<file path="src/rtl/imem_prefetch_buffer.sv">
// Instruction fetch front end: credit-limited in-order word fetches, a PC tag queue
// matching responses to addresses, and a {pc, instr} FIFO handed to IF with valid/ready.
module imem_prefetch_buffer #(
    parameter int          DEPTH    = 4,
    parameter logic [31:0] RESET_PC = 32'h0000_0000
) (
    input  logic        clk,
    input  logic        reset,
    input  logic        redirect_valid,
    input  logic [31:0] redirect_pc,
    output logic        if_valid,
    input  logic        if_ready,
    output logic [31:0] if_pc,
    output logic [31:0] if_instr,
    output logic        mem_req,
    output logic [31:0] mem_addr,
    input  logic        mem_gnt,
    input  logic        mem_rvalid,
    input  logic [31:0] mem_rdata,
    output logic        protocol_err
);

    localparam int PW = $clog2(DEPTH);
    localparam int CW = PW + 1;

    typedef struct packed {
        logic [31:0] pc;
        logic [31:0] instr;
    } fetchEntry_t;

    logic [31:0]   fetchPc;
    logic [CW-1:0] count;
    logic [CW-1:0] outstanding;
    logic [CW-1:0] discardCnt;
    logic [CW-1:0] inUse;
    logic [PW-1:0] fifoRd;
    logic [PW-1:0] fifoWr;
    logic [PW-1:0] tagRd;
    logic [PW-1:0] tagWr;

    fetchEntry_t fifoMem [DEPTH];
    logic [31:0] tagMem  [DEPTH];

    logic accept;
    logic rspOk;
    logic rspErr;
    logic rspDrop;
    logic fifoPush;
    logic fifoPop;

    // Buffered plus in-flight never exceeds DEPTH, so a response always has FIFO room.
    assign inUse    = count + outstanding;
    assign mem_req  = !reset && !redirect_valid && (inUse < CW'(DEPTH));
    assign mem_addr = fetchPc;
    assign accept   = mem_req && mem_gnt;

    assign rspOk    = mem_rvalid && (outstanding != '0);
    assign rspErr   = mem_rvalid && (outstanding == '0);
    assign rspDrop  = redirect_valid || (discardCnt != '0);
    assign fifoPush = rspOk && !rspDrop;
    assign fifoPop  = if_valid && if_ready && !redirect_valid;

    assign if_valid = (count != '0);
    assign if_pc    = if_valid ? fifoMem[fifoRd].pc    : '0;
    assign if_instr = if_valid ? fifoMem[fifoRd].instr : '0;

    always_ff @(posedge clk or posedge reset) begin
        if (reset) begin
            fetchPc      <= RESET_PC;
            count        <= '0;
            outstanding  <= '0;
            discardCnt   <= '0;
            fifoRd       <= '0;
            fifoWr       <= '0;
            tagRd        <= '0;
            tagWr        <= '0;
            protocol_err <= 1'b0;
        end else begin
            if (accept) begin
                fetchPc <= fetchPc + 32'd4;
                tagWr   <= tagWr + PW'(1);
            end
            if (rspOk)
                tagRd <= tagRd + PW'(1);
            outstanding  <= outstanding + CW'(accept) - CW'(rspOk);
            protocol_err <= protocol_err | rspErr;

            if (redirect_valid) begin
                // Everything still in flight after this edge belongs to the old path.
                fetchPc    <= {redirect_pc[31:2], 2'b00};
                discardCnt <= outstanding - CW'(rspOk);
                count      <= '0;
                fifoRd     <= fifoWr;
            end else begin
                if (rspOk && (discardCnt != '0))
                    discardCnt <= discardCnt - CW'(1);
                if (fifoPush)
                    fifoWr <= fifoWr + PW'(1);
                if (fifoPop)
                    fifoRd <= fifoRd + PW'(1);
                count <= count + CW'(fifoPush) - CW'(fifoPop);
            end
        end
    end

    // Storage needs no reset: occupancy counters gate every read.
    always_ff @(posedge clk) begin
        if (accept)
            tagMem[tagWr] <= fetchPc;
        if (fifoPush)
            fifoMem[fifoWr] <= '{pc: tagMem[tagRd], instr: mem_rdata};
    end

endmodule

</file>
<file path="config.mk">
export PLATFORM = sky130hd
export DESIGN_NAME = imem_prefetch_buffer
export DESIGN_NICKNAME = d
export VERILOG_FILES = /design/src/rtl/imem_prefetch_buffer.sv
export SDC_FILE = /design/constraint.sdc
export NUM_CORES = 1
export LEC_CHECK = 0
export CORE_AREA = 4 4 254 231
export DETAILED_ROUTE_END_ITERATION = 8
export DIE_AREA = 0 0 258 235
export SLEW_MARGIN = 40
export SYNTH_ARGS = -nofsm -noshare
export SYNTH_HDL_FRONTEND = slang
export SYNTH_SLANG_ARGS = --single-unit
</file>
<file path="constraint.sdc">
create_clock -name clk -period 4 [get_ports clk]
set_clock_uncertainty 0.1 [all_clocks]
set_input_delay 0.6 -clock clk [delete_from_list [all_inputs] [get_ports clk]]
set_output_delay 0.6 -clock clk [all_outputs]
set_load 0.005 [all_outputs]
</file>
* Word-level counts from Yosys, hierarchy flattened
Memories as Yosys holds them, arrays and structs flattened.
Index checks and enable logic that the tools add are counted.
** Storage, ports and cells
- Memories :: 2
- Word-level logic and storage cells :: 60
- Bits of input ports :: 70
- Bits in registers :: 50
- Bits in latches :: 0
- RAM bits :: 384
- Output and inout port bits :: 99
- ROM bits :: 0
** Cells by class
- Multiplexer cells :: 13
- Equality and inequality tests :: 0
- Bitwise operators :: 2
- Div/mod/pow operators :: 0
- $lt $le $gt $ge :: 1
- Reduce and logical (&&, ||, !) cells :: 21
- Shift-type cells :: 0
- Add/subtract/negate cells :: 12
- Multiply operators :: 0
** Memories
- fifoMem :: depth 4, bits a word 64, rd ports 1, clocked after Yosys merged registers in 0, wr ports 1, line 41 : fetchEntry_t fifoMem [DEPTH];
- tagMem :: depth 4, bits a word 32, rd ports 1, clocked after Yosys merged registers in 0, wr ports 1, line 42 : logic [31:0] tagMem [DEPTH];
** Operators with widths (count)
- $mux W32 :: 4
- $add A32 B3 Y32 const B :: 1
- $logic_and A1 B1 Y1 :: 9
- $mux W3 :: 3
- $reduce_bool A3 Y1 :: 3
- $sub A3 B1 Y3 :: 3
- $add A2 B1 Y2 const B :: 4
- $add A3 B1 Y3 :: 2
- $reduce_bool A2 Y1 :: 3
- $mux W1 :: 4
- $mux W2 :: 2
- $add A3 B3 Y3 :: 1
- $logic_not A1 Y1 :: 3
- $logic_not A3 Y1 :: 1
- $lt A3 B3 Y1 const B :: 1
- $sub A3 B1 Y3 const B :: 1
- $reduce_and A2 Y1 :: 1
- $logic_or A1 B1 Y1 :: 1
- $not A1 Y1 :: 1
- $or A1 B1 Y1 :: 1

* Longest topological paths before layout
- Word-level depth :: 7
- Mapped depth :: 13
- Gate-level depth less buffers :: 11

* Worst setup path before layout
No wires, ideal clock.
- Path type :: input -> register
- From :: in redirect_valid
- To :: mem fifoMem[0][0] (netlist bit) (enable)
- Stages :: 3
- Path slack :: 0.633 ns
- Arrival :: 2.841 ns
- Setup time :: 0.426 ns
- Path through :: clkbuf_1 -> nor4b_2 -> and2_1
** Between the ends
- Cells in the longest elaborated chain, start to end :: 5
** Ends and longest elaborated chain
- from (decl) :: line 9 : input logic redirect_valid,
- $logic_or A1 B1 Y1 :: line 59 : assign rspDrop = redirect_valid || (discardCnt != '0);
- $logic_not A1 Y1 :: line 60 : assign fifoPush = rspOk && !rspDrop;
- $logic_and A1 B1 Y1 :: line 60
- $mux W1 :: line 110 : if (fifoPush)
- $mux W1 (implied by the code) :: line 111 : fifoMem[fifoWr] <= '{pc: tagMem[tagRd], instr: mem_rdata};
- to (decl) :: line 41
No other way between the ends.

* Worst setup path after layout
- From :: reg count[1]
- To :: out mem_req
** Between the ends
- Cells in the longest elaborated chain, start to end :: 3
** Ends and longest elaborated chain
- from (decl) :: line 32 : logic [CW-1:0] count;
- from (signal assigned) :: line 101 : count <= count + CW'(fifoPush) - CW'(fifoPop);
- $add A3 B3 Y3 :: line 52 : assign inUse = count + outstanding;
- $lt A3 B3 Y1 :: line 53 : assign mem_req = !reset && !redirect_valid && (inUse < CW'(DEPTH));
- $logic_and A1 B1 Y1 :: line 53
- to (decl) :: line 15 : output logic mem_req,
No other way between the ends.

==> impl_metrics.py <==
metrics = {
    "pwr": {
        "p_leak_nw": 6.830,
        "swShare": 0.2710,
        "power_density_nw_per_um2": 628.4,
        "p_clk_frac": 0.310,
        "share_seq_of_total_power": 0.431,
        "internal-power_mw": 9.527,
        "p_switching_mw": 3.542,
        "peakVddDrop_mv": 0.2728,
        "comb_power_share": 0.259,
    },
    "hold_path": {
        "whs_path_depth": 2,
        "hp-class": "primary input to flop",
    },
    "sta": {
        "finalHoldViolations": 0,
        "fin_crit_sh": 0.9199,
        "tightest_slew_ns": 0.7525,
        "max_freq_mhz": 271.8,
        "timing.slew.headroom": 0.4940,
        "timing.final.max_slew_violations": 0,
        "min_period_ns": 3.680,
        "setup_viol_count_final": 0,
        "rsz0062_at_grt": "false",
        "setup_tns_ns": 0,
    },
    "synth": {
        "synth_adder_area_share": 0.01591,
        "synth_area_leader_cell": "edfxtp_1",
        "yosys.area.top_type_share": 0.6627,
        "synth_seq_cells": 416,
        "ys_top_cells_by_area": "edfxtp_1 66%, mux4_2 12%, dfrtp_1 7.2%",
        "synth_area_per_cell_um2": 19.30,
        "synthMuxAreaShare": 0.1242,
        "synth_compound_area_frac": 0.03234,
        "async_flop_share": 0.1154,
        "synth_commonest_cells": "368 x edfxtp_1, 92 x mux4_2, 68 x and2_1",
        "syn-cell-area_um2": 16680,
        "ys_seq_area_frac": 0.7347,
        "yosysMostFrequentCell": "edfxtp_1",
        "synth-edff-count": 368,
        "synthSimpleGateAreaFrac": 0.06355,
        "ys_types": 58,
        "postSynthCellCount": 864,
        "synth_top_family_by_area": "multiplexers",
        "yosysWarnings": 0,
        "synth_xor_area_frac": 0.01035,
        "yosys_most_used_dff": "edfxtp_1",
    },
    "outcome": {
        "status": "finished, final reports clean",
    },
    "placement": {
        "portBuffers": 162,
        "place_inst": 1769,
        "dpl.hpwl_um": 24200,
        "routabilityCongestion": 0.7594,
    },
    "setup_path": {
        "critPathLaunchType": "flop",
        "end_kind": "output port",
        "crit_family": "buffers and inverters",
        "required_ns": 3.30,
        "reg2regPathDepth": 11,
        "crit_cells": 7,
        "crit_chain": "ha_1 > a31oi_2 > xnor2_2 > buf_4 > nand2_1 > nor2_1 > clkdlybuf4s50_1",
        "critical_path_class": "flop to output port",
        "crit_slowest_cell": "clkdlybuf4s50_1",
        "cp_num_buf_inv": 2,
        "arrival_ns": 2.98,
        "max_stage_delay_ns": 0.52,
        "crit_fanout": 22,
    },
    "cts": {
        "cts_tree": "yes",
        "cts_setup_buffers": 0,
        "cts_sinks": 416,
        "cts_buffer_depth": 3,
        "root_buffer": "clkbuf_16",
        "clkLatencyLatePin_ns": 0.57,
        "cts_made_buffers": 44,
        "holdBufCountCts": 0,
        "ctsResizeCount": 0,
        "cts.htree.levels": 2,
        "clk_pin_slew_ns": 0.06,
    },
    "cells_and_area": {
        "final_layout_size_suffix_gt1_frac": 0.1919,
        "nNetsFinal": 1149,
        "layout.cells.non_filler": 1845,
        "layout-area-overhead-vs-synth_pct": 24.71,
        "diodes": 0,
        "nFillCells": 5131,
    },
    "drt": {
        "drc": 0,
        "viasPerCell": 4.675,
        "vias": 8626,
        "wl_per_cell_um": 20.79,
        "drt-initial-drc-count": 563,
        "drt-pass1-iter-count": 5,
        "wl_um": 38360,
        "antenna_left": 0,
    },
    "global_route": {
        "grt_max_degree": 52,
        "overflow": 0,
        "grtUsageTotal": 0.1263,
        "grt_pass1_wl_um": 58290,
        "grt_pass1_vias": 9197,
        "antenna_found_initial": 1,
    },
    "job": {
        "drv_cap": 0,
    },
    "floorplanning": {
        "dieArea_um2": 60630,
        "core-area_um2": 55710,
        "core.rowCount": 82,
        "fp.dieW_um": 258,
        "die_y_um": 235,
        "io-pin-count": 169,
        "start_util": 0.2993,
    },
}
routing by layer:
metal | global-route usage | vias up | part of all wire
met5 | 0 | - | 0
met4 | 0.03913 | 0 | 0.023
met3 | 0.02799 | 52 | 0.055
met2 | 0.1985 | 259 | 0.47
met1 | 0.1760 | 4450 | 0.45
li1 | - | 3865 | -
flip-flops by register name, summed over array words and instances (netlist names):
register,cells
count,3
discardCnt,3
fifoMem,248
fifoRd,2
fifoWr,2
mem_addr,30
outstanding,3
protocol_err,1
tagMem,120
tagRd,2
tagWr,2
worst paths after layout:
path,startpoint,slack [ns],endpoint
worst max-delay path,count[1]$_DFF_PP0_,0.32,mem_req
worst min-delay path,redirect_valid,0.36,count[2]$_DFF_PP0_
worst max register to register,count[1]$_DFF_PP0_,0.95,outstanding[2]$_DFF_PP0_
worst min register to register,protocol_err$_DFF_PP0_,0.37,protocol_err$_DFF_PP0_
max in group asynchronous,reset,2.80,fifoRd[0]$_DFFE_PP0P_
min in group asynchronous,reset,0.49,mem_addr[12]$_DFFE_PP0P_
power by group through the flow:
stage                     combinational, mW  sequential [mW]  clock, mW
final                                  3.38             5.63       4.06
after global routing                   3.71             5.70       4.38
after CTS                              3.50             5.65       4.20
after detailed placement               3.49             5.74          0
after global placement                 3.45             5.72          0
after floorplan                        2.20             5.44          0
cell type report:
cell class	count	area (um2)	share of cell area
Inverter	22	83.83	0.004031
Sequential cell	416	12270	0.5898
Clock inverter	21	242.7	0.01167
Timing Repair Buffer	193	1924	0.09253
Clock buffer	55	1195	0.05745
Tap cell	756	945.9	0.04548
Multi-Input combinational cell	382	4139	0.1990
kinds of logic (layout without fill, tap and decap cells):
kind of cell | Yosys count | count (layout)
XOR/XNOR | 18 | 18
adder cells (fa/ha/maj) | 20 | 20
multiplexers | 92 | 92
flip-flops | 416 | 416
AO/OA/AOI/OAI | 70 | 70
buffers and inverters | 69 | 291
AND/OR/NAND/NOR | 178 | 178
other | 1 | 4
cell usage in the layout, fill, tap and decap left out, types with 3 or more instances in the layout:
master	count
clkbuf_16	46
mux4_2	92
ha_1	18
buf_12	6
nand3_1	15
and2_4	4
xor2_1	6
and3_1	6
edfxtp_1	368
a41oi_1	3
conb_1	4
and2_1	64
nand2_1	38
bufinv_16	5
xnor2_1	10
dfrtp_4	4
o311ai_0	9
clkbuf_1	8
o311ai_1	5
buf_4	25
nor3b_1	3
nor2_1	12
clkinv_1	7
o21ai_0	11
clkinv_2	7
nor3_1	9
dfrtp_1	44
nor2b_1	3
o211ai_1	8
a221o_1	11
and4_1	3
a31oi_1	9
inv_1	19
clkdlybuf4s50_1	161
nor4_1	3
nand4_1	4
metrics by stage:
stage                     power, mW  setup WS (ns)  hold WS, ns  utilization  area, um2
after detailed placement      9.235         0.5617       0.3512       0.3474      19350
after global placement        9.168         0.5853       0.3497       0.3473      19350
after global routing          13.79         0.1696       0.3864       0.3733      20800
final                         13.07         0.3202       0.3619       0.3733      20800
after CTS                     13.35         0.2866       0.3396       0.3732      20790
after floorplan               7.637         0.6329       0.3510            -      16690
worst register-to-register path, cell delays in order (launching register included):
cell,delay [ns]
dfrtp_1,0.44
ha_1,0.33
a31oi_2,0.31
xnor2_2,0.16
and2_1,0.30
clkinv_2,0.10
ha_1,0.29
inv_1,0.04
ha_1,0.18
fa_1,0.37
xor2_1,0.18
xnor2_1,0.13
No activity file was read; power rests on OpenSTA's default activity.
